--- config.mk ---
export PLATFORM = sky130hd
export DESIGN_NAME = unary_operand_feeder
export DESIGN_NICKNAME = d
export VERILOG_FILES = /design/src/rtl/unary_pkg.sv /design/src/rtl/unary_down_counter.sv /design/src/rtl/unary_operand_feeder.sv
export SDC_FILE = /design/constraint.sdc
export NUM_CORES = 1
export LEC_CHECK = 0
export BUFFER_PORTS_ARGS = -buffer_cell sky130_fd_sc_hd__buf_2
export CAP_MARGIN = 15
export CORE_ASPECT_RATIO = 1.75
export CORE_MARGIN = 3
export CORE_UTILIZATION = 35
export DETAILED_ROUTE_END_ITERATION = 10
export PLACE_DENSITY = 0.54
export SETUP_SLACK_MARGIN = 0.4
export SLEW_MARGIN = 40
export SYNTH_ARGS = -nofsm -noshare
export SYNTH_HDL_FRONTEND = slang
export SYNTH_HIERARCHICAL = 1
export SYNTH_SLANG_ARGS = --single-unit
--- constraint.sdc ---
create_clock -name clk -period 3.61 [get_ports clk]
set_input_delay 0.361 -clock clk [delete_from_list [all_inputs] [get_ports clk]]
set_output_delay 0.361 -clock clk [all_outputs]
set_load 0.02 [all_outputs]
--- src/rtl/unary_pkg.sv ---
// Shared types and sizing helpers for the unary operand feeder and multiplier bench.
package unary_pkg;

  typedef enum logic [1:0] {
    FEED_IDLE   = 2'd0,
    FEED_STREAM = 2'd1,
    FEED_DRAIN  = 2'd2
  } feed_state_t;

  // Unary frame length for a binary operand width.
  function automatic int unsigned u_bits(input int unsigned bin_bits);
    return 32'(1) << bin_bits;
  endfunction

  // Idle cycles needed for the multiplier to drain a full product.
  function automatic int unsigned default_drain(input int unsigned bin_bits);
    return u_bits(bin_bits) * u_bits(bin_bits) + 32'd2;
  endfunction

endpackage

--- src/rtl/unary_down_counter.sv ---
// Loadable down counter; last_c flags the final count (zero).
module unary_down_counter #(
  parameter int unsigned WIDTH = 4
) (
  input  logic             clk,
  input  logic             reset_n,
  input  logic             load,
  input  logic [WIDTH-1:0] load_value,
  input  logic             dec,
  output logic             last_c
);

  logic [WIDTH-1:0] count_q;

  // Load takes priority; decrement saturates at zero.
  always_ff @(posedge clk) begin
    if (!reset_n) begin
      count_q <= '0;
    end else if (load) begin
      count_q <= load_value;
    end else if (dec && (count_q != '0)) begin
      count_q <= count_q - WIDTH'(1);
    end
  end

  assign last_c = (count_q == '0);

endmodule

--- src/rtl/unary_operand_feeder.sv ---
// Converts a binary operand pair into one thermometer-coded unary frame for the
// unary shift multiplier, then idles until the product has drained.
// Optional build macro: UNARY_FEED_EARLY_RELEASE_EN (drain length b_q*U_BITS+2).
module unary_operand_feeder
  import unary_pkg::*;
#(
  parameter int unsigned BIN_BITS     = 4,
  parameter int unsigned DRAIN_CYCLES = default_drain(BIN_BITS)
) (
  input  logic                clk,
  input  logic                reset_n,
  input  logic                op_valid,
  input  logic [BIN_BITS-1:0] op_a,
  input  logic [BIN_BITS-1:0] op_b,
  output logic                op_ready,
  output logic                out_a,
  output logic                out_b,
  output logic                out_valid,
  output logic                busy
);

  localparam int unsigned U_BITS = u_bits(BIN_BITS);
  localparam int unsigned IDX_W  = $clog2(U_BITS);
  localparam int unsigned CNT_W  = $clog2(DRAIN_CYCLES + 1);

  localparam logic [1:0] ST_IDLE   = 2'(FEED_IDLE);
  localparam logic [1:0] ST_STREAM = 2'(FEED_STREAM);
  localparam logic [1:0] ST_DRAIN  = 2'(FEED_DRAIN);

  logic [1:0]          state_q, state_d;
  logic [IDX_W-1:0]    idx_q, idx_d, idx_inc;
  logic [BIN_BITS-1:0] a_q, a_d, b_q, b_d;
  logic                out_a_q, out_a_d;
  logic                out_b_q, out_b_d;
  logic                out_valid_q, out_valid_d;
  logic                ready_q, busy_q;
  logic                cnt_load, cnt_dec, cnt_last_c;
  logic [CNT_W-1:0]    drain_load;

  // Counter preload is one less than the drain length: zero marks the final drain cycle.
`ifdef UNARY_FEED_EARLY_RELEASE_EN
  assign drain_load = CNT_W'(b_q) * CNT_W'(U_BITS) + CNT_W'(1);
`else
  assign drain_load = CNT_W'(DRAIN_CYCLES - 1);
`endif

  assign idx_inc = idx_q + IDX_W'(1);

  // Next-state and next-output decode; serial outputs are computed one cycle ahead.
  always_comb begin
    state_d     = state_q;
    idx_d       = idx_q;
    a_d         = a_q;
    b_d         = b_q;
    out_a_d     = 1'b0;
    out_b_d     = 1'b0;
    out_valid_d = 1'b0;
    cnt_load    = 1'b0;
    cnt_dec     = 1'b0;
    case (state_q)
      ST_IDLE: begin
        if (op_valid && ready_q) begin
          a_d         = op_a;
          b_d         = op_b;
          idx_d       = '0;
          state_d     = ST_STREAM;
          out_valid_d = 1'b1;
          out_a_d     = (op_a != '0);
          out_b_d     = (op_b != '0);
        end
      end
      ST_STREAM: begin
        idx_d = idx_inc;
        if (idx_q == IDX_W'(U_BITS - 1)) begin
          state_d  = ST_DRAIN;
          cnt_load = 1'b1;
        end else begin
          out_valid_d = 1'b1;
          out_a_d     = (idx_inc < a_q);
          out_b_d     = (idx_inc < b_q);
        end
      end
      ST_DRAIN: begin
        cnt_dec = 1'b1;
        if (cnt_last_c) begin
          state_d = ST_IDLE;
        end
      end
      default: begin
        state_d = ST_IDLE;
      end
    endcase
  end

  // State and registered outputs.
  always_ff @(posedge clk) begin
    if (!reset_n) begin
      state_q     <= ST_IDLE;
      idx_q       <= '0;
      a_q         <= '0;
      b_q         <= '0;
      out_a_q     <= 1'b0;
      out_b_q     <= 1'b0;
      out_valid_q <= 1'b0;
      ready_q     <= 1'b1;
      busy_q      <= 1'b0;
    end else begin
      state_q     <= state_d;
      idx_q       <= idx_d;
      a_q         <= a_d;
      b_q         <= b_d;
      out_a_q     <= out_a_d;
      out_b_q     <= out_b_d;
      out_valid_q <= out_valid_d;
      ready_q     <= (state_d == ST_IDLE);
      busy_q      <= (state_d != ST_IDLE);
    end
  end

  unary_down_counter #(
    .WIDTH(CNT_W)
  ) u_drain_cnt (
    .clk       (clk),
    .reset_n   (reset_n),
    .load      (cnt_load),
    .load_value(drain_load),
    .dec       (cnt_dec),
    .last_c    (cnt_last_c)
  );

  assign op_ready  = ready_q;
  assign busy      = busy_q;
  assign out_a     = out_a_q;
  assign out_b     = out_b_q;
  assign out_valid = out_valid_q;

endmodule

==> flow_metrics.tcl, run 1 <==
set metrics [dict create \
    drt_iter0_drc 20 \
    area_growth_pct 12.4 \
    avgSynthCellArea_sq_um 8.47 \
    h-tree-depth 1 \
    min_period_ps 1840 \
    syn_area_sq_um 1510 \
    fin_crit_sh 0.510 \
    ys_warn_count 6 \
    worstSetupStartpointType "register" \
    cts_resized 0 \
    drv_slew 0 \
    die_y_microns 92.8 \
    root_buffer "clkbuf_8" \
    ir_worst_vdd_v 0.000194 \
    worstPathArrival_ps 2040 \
    max-cap-violations 0 \
    drive_above_1_share 0.141 \
    synth_edf_count 0 \
    fin_util 0.408 \
    num-nets-final 218 \
    grt_max_degree 22 \
    pin_count 16 \
    place.gp.congestion 0.779 \
    finalClockSkew_ps 4.20 \
    wirelength_microns 3580 \
    diodes 0 \
    async_reset_ff_frac 0 \
    drt-pass1-iter-count 4 \
    core_sq_um 4150 \
    finalSetupViolCount 0 \
    place.port_buffers 15 \
    cts_hold_buffers 0 \
    routed_via_density 5.37 \
    die-area_sq_um 5160 \
    grt_util_all_layers 0.141 \
    tightest_slew_ps 613 \
    path_max_fanout 10 \
    end_kind "register" \
    num_rows 31 \
    cts.sinks 28 \
    first_global_vias 1329 \
    drcViolationCount 0 \
    synth-seq-area-share 0.372 \
    netlist_instances 178 \
    antenna_found_initial 0 \
    overflow 0 \
    outcome "finished, final reports clean" \
    vias 1327 \
    p_per_area_nw_per_um2 364 \
    critPathKind "reg2reg" \
    slew-limit-headroom 0.588 \
    tns_ps 0 \
    hpwl_microns 2790 \
    ys_types 50 \
    wire_per_inst_microns 14.5 \
    synth_seq_cells 28 \
    cts_tree "built" \
    hold_viol 0 \
    ys.flop_type "dfxtp_1" \
    p_leak_uw 0.000653 \
    die_w_microns 55.6 \
    clk_latency_ps 270 \
    grt_pass1_wl_microns 5900 \
    initial_core_util 0.363 \
    post-cts-setup-buffers 0 \
    rsz0062_at_grt "false" \
    cts_buffers 3 \
    ant_nets 0 \
    clockBufferDepth 2 \
    fmax_ghz 0.543 \
    hold_class "in2reg" \
    cp_data_required_time_ps 3810 \
    clk_pin_slew_ps 100 \
]
power breakdown:
group,internal (uW),leakage (uW),total [uW],switching (uW)
registers,324,0.000228,333,9.36
logic,34.3,0.000396,87.5,53.2
clock network,97.6,0.0000288,196,98.3
total,456,0.000653,617,161
logic make-up (layout without fill, tap and decap cells):
logic type	Yosys count	after routing	share of synthesized area
compound gates	56	56	0.256
buf+inv	17	30	0.0548
fa+ha+maj	8	8	0.0664
other cells	2	9	0.00498
xor+xnor	2	2	0.0116
flops	28	28	0.372
simple gates	65	65	0.235
cells in the mapped netlist (2+ instances only):
cell,instances,area share
ha_1,8,0.066
o2111ai_1,3,0.017
clkbuf_1,2,0.0050
nand3_1,8,0.027
o21ai_0,8,0.027
o211a_1,2,0.013
buf_2,3,0.010
nor4_1,2,0.0083
nand2b_1,3,0.012
nor2b_1,3,0.012
o21a_1,4,0.020
nand2_1,22,0.055
a21boi_0,2,0.010
conb_1,2,0.0050
buf_6,2,0.015
o32ai_1,2,0.012
nor2_1,11,0.027
inv_1,10,0.025
a31oi_1,2,0.0083
a211oi_1,2,0.010
dfxtp_1,28,0.37
o211ai_1,4,0.020
o41ai_1,2,0.012
a21oi_1,17,0.056
placed cells by master (no fill, tap or decap), types with 2 or more instances in the layout:
| cell type | n |
|---|---|
| nand3_1 | 8 |
| dfxtp_1 | 28 |
| nand2b_1 | 3 |
| o21ai_0 | 8 |
| a21boi_0 | 2 |
| o21a_1 | 4 |
| nand2_1 | 22 |
| conb_1 | 9 |
| inv_1 | 10 |
| nor4_1 | 2 |
| a31oi_1 | 2 |
| o211a_1 | 2 |
| a211oi_1 | 2 |
| buf_2 | 15 |
| o32ai_1 | 2 |
| ha_1 | 8 |
| o41ai_1 | 2 |
| clkbuf_8 | 4 |
| o2111ai_1 | 3 |
| a21oi_1 | 17 |
| o211ai_1 | 4 |
| nor2b_1 | 3 |
| nor2_1 | 11 |
layout make-up:
class                           count  area, sq um
Fill cell                         441         2460
Inverter                           10         37.5
Clock buffer                        4         55.1
Tap cell                           49         61.3
Multi-Input combinational cell    140          897
Sequential cell                    28          561
Timing Repair Buffer               16         82.6
flip-flops by register name (all words and copies together), names as in the netlist:
signal               cells
out_b                    1
out_a                    1
out_valid                1
op_ready                 1
busy                     1
idx_q                    4
state_q                  2
u_drain_cnt/count_q      9
b_q                      4
a_q                      4
routing by layer:
metal	global-route usage	routed length, microns	up-vias
li1	-	-	686
met2	0.283	2040	12
met1	0.147	1440	627
met3	0.0195	70	2
met5	0	0	-
met4	0.0406	29	0
path summary, 6_finish.rpt:
check | start | to | slack (ps) | depth (start not counted)
worst max register to register | state_q[1] | u_drain_cnt/count_q[5] | 1770 | 4
worst min register to register | a_q[0] | a_q[0] | 460 | 2
worst max-delay path | state_q[1] | u_drain_cnt/count_q[5] | 1770 | 4
worst min-delay path | op_a[2] | a_q[2] | 330 | 3
critical path: stages (launching register included):
cell and delay (ps):
dfxtp_1 460, nor2b_1 390, nor4b_2 520, o211ai_1 190, a211oi_2 210
metrics by stage:
step | cells | worst slack (ps) | power [uW] | hold slack [ps] | cell area (sq um)
floorplan | 185 | 1870 | 402 | 434 | 1530
global placement | 243 | 1640 | 428 | 444 | 1630
detailed placement | 243 | 1480 | 429 | 452 | 1630
CTS | 247 | 1470 | 622 | 329 | 1690
global route | 247 | 1530 | 650 | 328 | 1690
finish | 247 | 1770 | 617 | 330 | 1690
No activity file was read; power rests on OpenSTA's default activity.
==> inputs of run 2 (changes only) <==
==> constraint.sdc (replaced) <==
create_clock -name clk -period 1.7 [get_ports clk]
set_input_delay 0.17 -clock clk [delete_from_list [all_inputs] [get_ports clk]]
set_output_delay 0.17 -clock clk [all_outputs]
set_load 0.02 [all_outputs]
==> run 2 against run 1 <==
Net effect:
- combinational power rose to 2.5 times the previous value
- largest power group unchanged
- critical path type unchanged
- count of clock-buffer cells in the layout fell by 1
- via count rose by 7.4%
==> flow_metrics.tcl, run 2 (synthesis gave the netlist of run 1 again) <==
set metrics [dict create \
    grt_util_all_layers 0.164 \
    grt_pass1_wl_microns 6690 \
    wirelength_microns 3980 \
    h-tree-depth 1 \
    rsz0062_at_grt "true" \
    worstSetupStartpointType "register" \
    slew-limit-headroom 0.674 \
    clk_pin_slew_ps 100 \
    fin_ws_ps 180 \
    core_sq_um 4150 \
    dp_worst_setup_slack_ps 179 \
    drcViolationCount 0 \
    clockBufferDepth 2 \
    area_growth_pct 41.0 \
    cts_hold_buffers 0 \
    drt_iter0_drc 31 \
    hold_path_depth 3 \
    initial_core_util 0.363 \
    drt-pass1-iter-count 4 \
    fillCellCount 404 \
    overflow 0 \
    pin_count 16 \
    pwr-share-seq 0.546 \
    p_per_area_nw_per_um2 603 \
    ant_nets 0 \
    fin_crit_sh 0.894 \
    ir_worst_vdd_v 0.000279 \
    largest-register "u_drain_cnt/count_q" \
    end_kind "register" \
    hold_class "in2reg" \
    drive_above_1_share 0.394 \
    rrSetupSlack_ps 180 \
    finalSetupViolCount 0 \
    die_w_microns 55.6 \
    outcome "finished, final reports clean" \
    cts_buffers 3 \
    intPower_uw 929 \
    wire_per_inst_microns 15.0 \
    root_buffer "clkbuf_8" \
    cts.sinks 28 \
    power_switching_share 0.275 \
    die-area_sq_um 5160 \
    min_period_ps 1520 \
    num_rows 31 \
    ff2ff_path_depth 5 \
    die_y_microns 92.8 \
    clk_latency_ps 270 \
    p_switching_uw 352 \
    mostFrequentLayoutCell "nand2_1" \
    tns_ps 0 \
    critPathKind "reg2reg" \
    num-nets-final 236 \
    p_clk_frac 0.281 \
    drv_slew 0 \
    cts_tree "built" \
    diodes 0 \
    vias 1425 \
    place.port_buffers 15 \
    hold_viol 0 \
    worstPathArrival_ps 1710 \
    cp_data_required_time_ps 1890 \
    place.gp.congestion 0.848 \
    routed_via_density 5.38 \
    p_leak_uw 0.000793 \
    power_uw 1280 \
    grt_max_degree 16 \
    largest_reg_flops 9 \
    finalClockSkew_ps 6.61 \
    p_comb_frac 0.173 \
    antenna_found_initial 0 \
    final_cell_mix "nand2_1, a21oi_1, dfxtp_1, buf_2, buf_4" \
    fmax_ghz 0.658 \
    path_max_fanout 3 \
    hpwl_microns 2860 \
    first_global_vias 1447 \
    tightest_slew_ps 483 \
    max-cap-violations 0 \
]
[run 2: final cells by class]
type,instances,area (sq um),area share
clock inverters,1,3.75,0.00177
well taps,49,61.3,0.0288
inverters,10,45.0,0.0212
multi-input cells,140,1130,0.530
flip-flops and latches,28,598,0.281
repair buffers,34,249,0.117
clock buffers,3,41.3,0.0194
[run 2: power by group through the flow]
stage / sequential [uW] / combinational (uW) / clock [uW]
4_1_cts: 701 / 219 / 381
6_report: 699 / 222 / 360
3_5_place_dp: 724 / 197 / 0
3_3_place_gp: 723 / 192 / 0
2_1_floorplan: 736 / 122 / 0
5_1_grt: 704 / 248 / 409
[run 2: timing repair]
action,4_1_cts,5_1_grt
pin swaps,17,7
endpoints found under the setup margin,22,23
setup buffers,14,3
gates resized for setup,32,15
[run 2: path summary, 6_finish.rpt]
check	startpoint	to
max	idx_q[1]	out_a
min	op_a[3]	a_q[3]
max reg2reg	idx_q[1]	out_a
min reg2reg	a_q[2]	a_q[2]
[run 2: critical path, cell delays in order (launching register included)]
cell and delay (ps):
dfxtp_4 380, ha_4 250, ha_1 260, a21boi_0 120
o211a_1 230, o32ai_2 210
[run 2: through the flow]
step | util | hold slack [ps] | instance area [sq um] | cells
2_1_floorplan | - | 243 | 1620 | 185
3_3_place_gp | 0.417 | 420 | 1730 | 244
3_5_place_dp | 0.417 | 432 | 1730 | 244
5_1_grt | 0.512 | 144 | 2130 | 265
4_1_cts | 0.492 | 139 | 2040 | 262
6_report | 0.512 | 143 | 2130 | 265
[run 2: routing by layer]
| metal | wire length [microns] | part of all wire | global-route usage |
|---|---|---|---|
| met5 | 0 | 0 | 0 |
| met4 | 75 | 0.019 | 0.0690 |
| met3 | 61 | 0.015 | 0.0195 |
| met2 | 2410 | 0.61 | 0.332 |
| met1 | 1430 | 0.36 | 0.159 |
==> inputs of run 3 (changes only) <==
--- a/config.mk
+++ b/config.mk
@@ -9,9 +9,9 @@
 export CAP_MARGIN = 15
 export CORE_ASPECT_RATIO = 1.75
 export CORE_MARGIN = 3
-export CORE_UTILIZATION = 35
+export CORE_UTILIZATION = 45
 export DETAILED_ROUTE_END_ITERATION = 10
-export PLACE_DENSITY = 0.54
+export PLACE_DENSITY = 0.66
 export SETUP_SLACK_MARGIN = 0.4
 export SLEW_MARGIN = 40
 export SYNTH_ARGS = -nofsm -noshare
==> run 3 against run 2 <==
Net effect:
- via count up 2.4%
- combinational power barely moved
- hold slack worse by 5.9 ps
- fmax is 1.5% lower
- sequential share of layout area is 1.4 points higher
- sequential power about the same
- sequential cell count is the same
- final cell count decreased by 4.2%
- core utilization increased by 13 points
- count of clock-buffer cells in the layout increased by 1
- clock power is 3% higher
- global-route usage grew 3.5 points
- critical path type unchanged
- largest power group unchanged
- highest routed layer unchanged
==> flow_metrics.tcl, run 3 (synthesis gave the netlist of run 1 again) <==
set metrics [dict create \
    root_buffer "clkbuf_8" \
    max-cap-violations 0 \
    p_per_area_nw_per_um2 640 \
    wirelength_microns 3750 \
    ant_nets 0 \
    crit_slowest_cell "dfxtp_4" \
    clk_pin_slew_ps 100 \
    die_w_microns 49.8 \
    finalClockSkew_ps 4.67 \
    mostFrequentLayoutCell "nand2_1" \
    core_sq_um 3180 \
    first_global_vias 1427 \
    max_stage_delay_ps 370 \
    worstPathArrival_ps 1730 \
    power_switching_share 0.273 \
    clockBufferDepth 2 \
    fin_util 0.638 \
    num_rows 27 \
    cp_common_cell "ha_4" \
    critPathKind "reg2reg" \
    h-tree-depth 1 \
    die_y_microns 82.6 \
    grt_pass1_wl_microns 6310 \
    drv_slew 0 \
    hold_viol 0 \
    min_period_ps 1540 \
    fin_crit_sh 0.907 \
    p_switching_uw 354 \
    grt_util_all_layers 0.199 \
    diodes 0 \
    top_usage_layer "met2" \
    num-nets-final 231 \
    worstSetupStartpointType "register" \
    routed_via_density 5.74 \
    largest-register "u_drain_cnt/count_q" \
    p_leak_uw 0.000767 \
    pin_count 16 \
    slew-limit-headroom 0.629 \
    ir_worst_vdd_v 0.000593 \
    rrSetupSlack_ps 160 \
    fmax_ghz 0.648 \
    tns_ps 0 \
    initial_core_util 0.475 \
    cts_hold_buffers 0 \
    drt_iter0_drc 32 \
    hold_class "in2reg" \
    use_met3 0.0197 \
    path_buf_inv 0 \
    p_comb_frac 0.174 \
    grt_max_degree 16 \
    fin_cells 254 \
    cp_data_required_time_ps 1880 \
    outcome "finished, final reports clean" \
    cts_tree "built" \
    cts_buffers 3 \
    overflow 0 \
    crit_chain "ha_4 -> ha_4 -> a21boi_4 -> o211a_1 -> o32ai_2" \
    critical-path-top-delay-family "compound AO/OA/AOI/OAI gates" \
    pwr-share-seq 0.541 \
    area_growth_pct 34.4 \
    tightest_slew_ps 549 \
    stdcell_area_sq_um 2030 \
    p_clk_frac 0.285 \
    hpwl_microns 2670 \
    vias 1459 \
    place.gp.congestion 0.825 \
    drive_above_1_share 0.360 \
    drt-pass1-iter-count 4 \
    rsz0062_at_grt "true" \
    finalSetupViolCount 0 \
    wire_per_inst_microns 14.7 \
    antenna_found_initial 0 \
    path_max_fanout 3 \
    end_kind "register" \
    dp.cells 238 \
    die-area_sq_um 4110 \
    grt_use_met1 0.197 \
    clk_latency_ps 270 \
    place.port_buffers 15 \
    post_dp_cell_area_sq_um 1720 \
    drcViolationCount 0 \
    final_cell_mix "nand2_1, a21oi_1, dfxtp_1, buf_2, buf_4" \
    cts.sinks 28 \
    met2_usage 0.398 \
    intPower_uw 942 \
    largest_reg_flops 9 \
]
## run 3: worst paths after layout
check / start / depth (start not counted) / end
max: idx_q[1] / 5 / out_a
min: op_b[2] / 3 / b_q[2]
max reg2reg: idx_q[1] / 5 / out_a
min reg2reg: b_q[2] / 2 / b_q[2]
## run 3: what timing repair did
action,in CTS,in global routing
pin swaps,16,10
buffers inserted,10,2
endpoints found under the setup margin,22,17
gates resized for setup,25,15
## run 3: metrics by stage
step	setup WS, ps	total power (uW)	hold WS, ps
6_report	157	1300	137
5_1_grt	81.9	1360	150
4_1_cts	184	1280	141
3_5_place_dp	145	917	430
3_3_place_gp	152	910	429
2_1_floorplan	299	858	243
## run 3: area by class of cell
| cell class | count | area [sq um] |
|---|---|---|
| flip-flops and latches | 28 | 598 |
| fillers | 300 | 1150 |
| repair buffers | 29 | 188 |
| inverters | 10 | 45.0 |
| well taps | 43 | 53.8 |
| clock buffers | 4 | 45.0 |
| multi-input cells | 140 | 1100 |
## run 3: power by group through the flow
stage	clock [uW]	combinational [uW]	sequential (uW)
2_1_floorplan	0	122	736
3_3_place_gp	0	187	723
3_5_place_dp	0	193	725
4_1_cts	374	206	702
5_1_grt	401	254	704
6_report	370	225	701
## run 3: per-layer routing
layer / wire, microns / share of wire
met1: 1440 / 0.38
met2: 2180 / 0.58
met3: 40 / 0.011
met4: 87 / 0.023
met5: 0 / 0
## run 3: worst register-to-register path, delay by kind of cell (launching register included)
family	cells	cell delay (ps)
adder cells (fa/ha/maj)	2	480
AO/OA/AOI/OAI	3	600
flip-flops	1	370
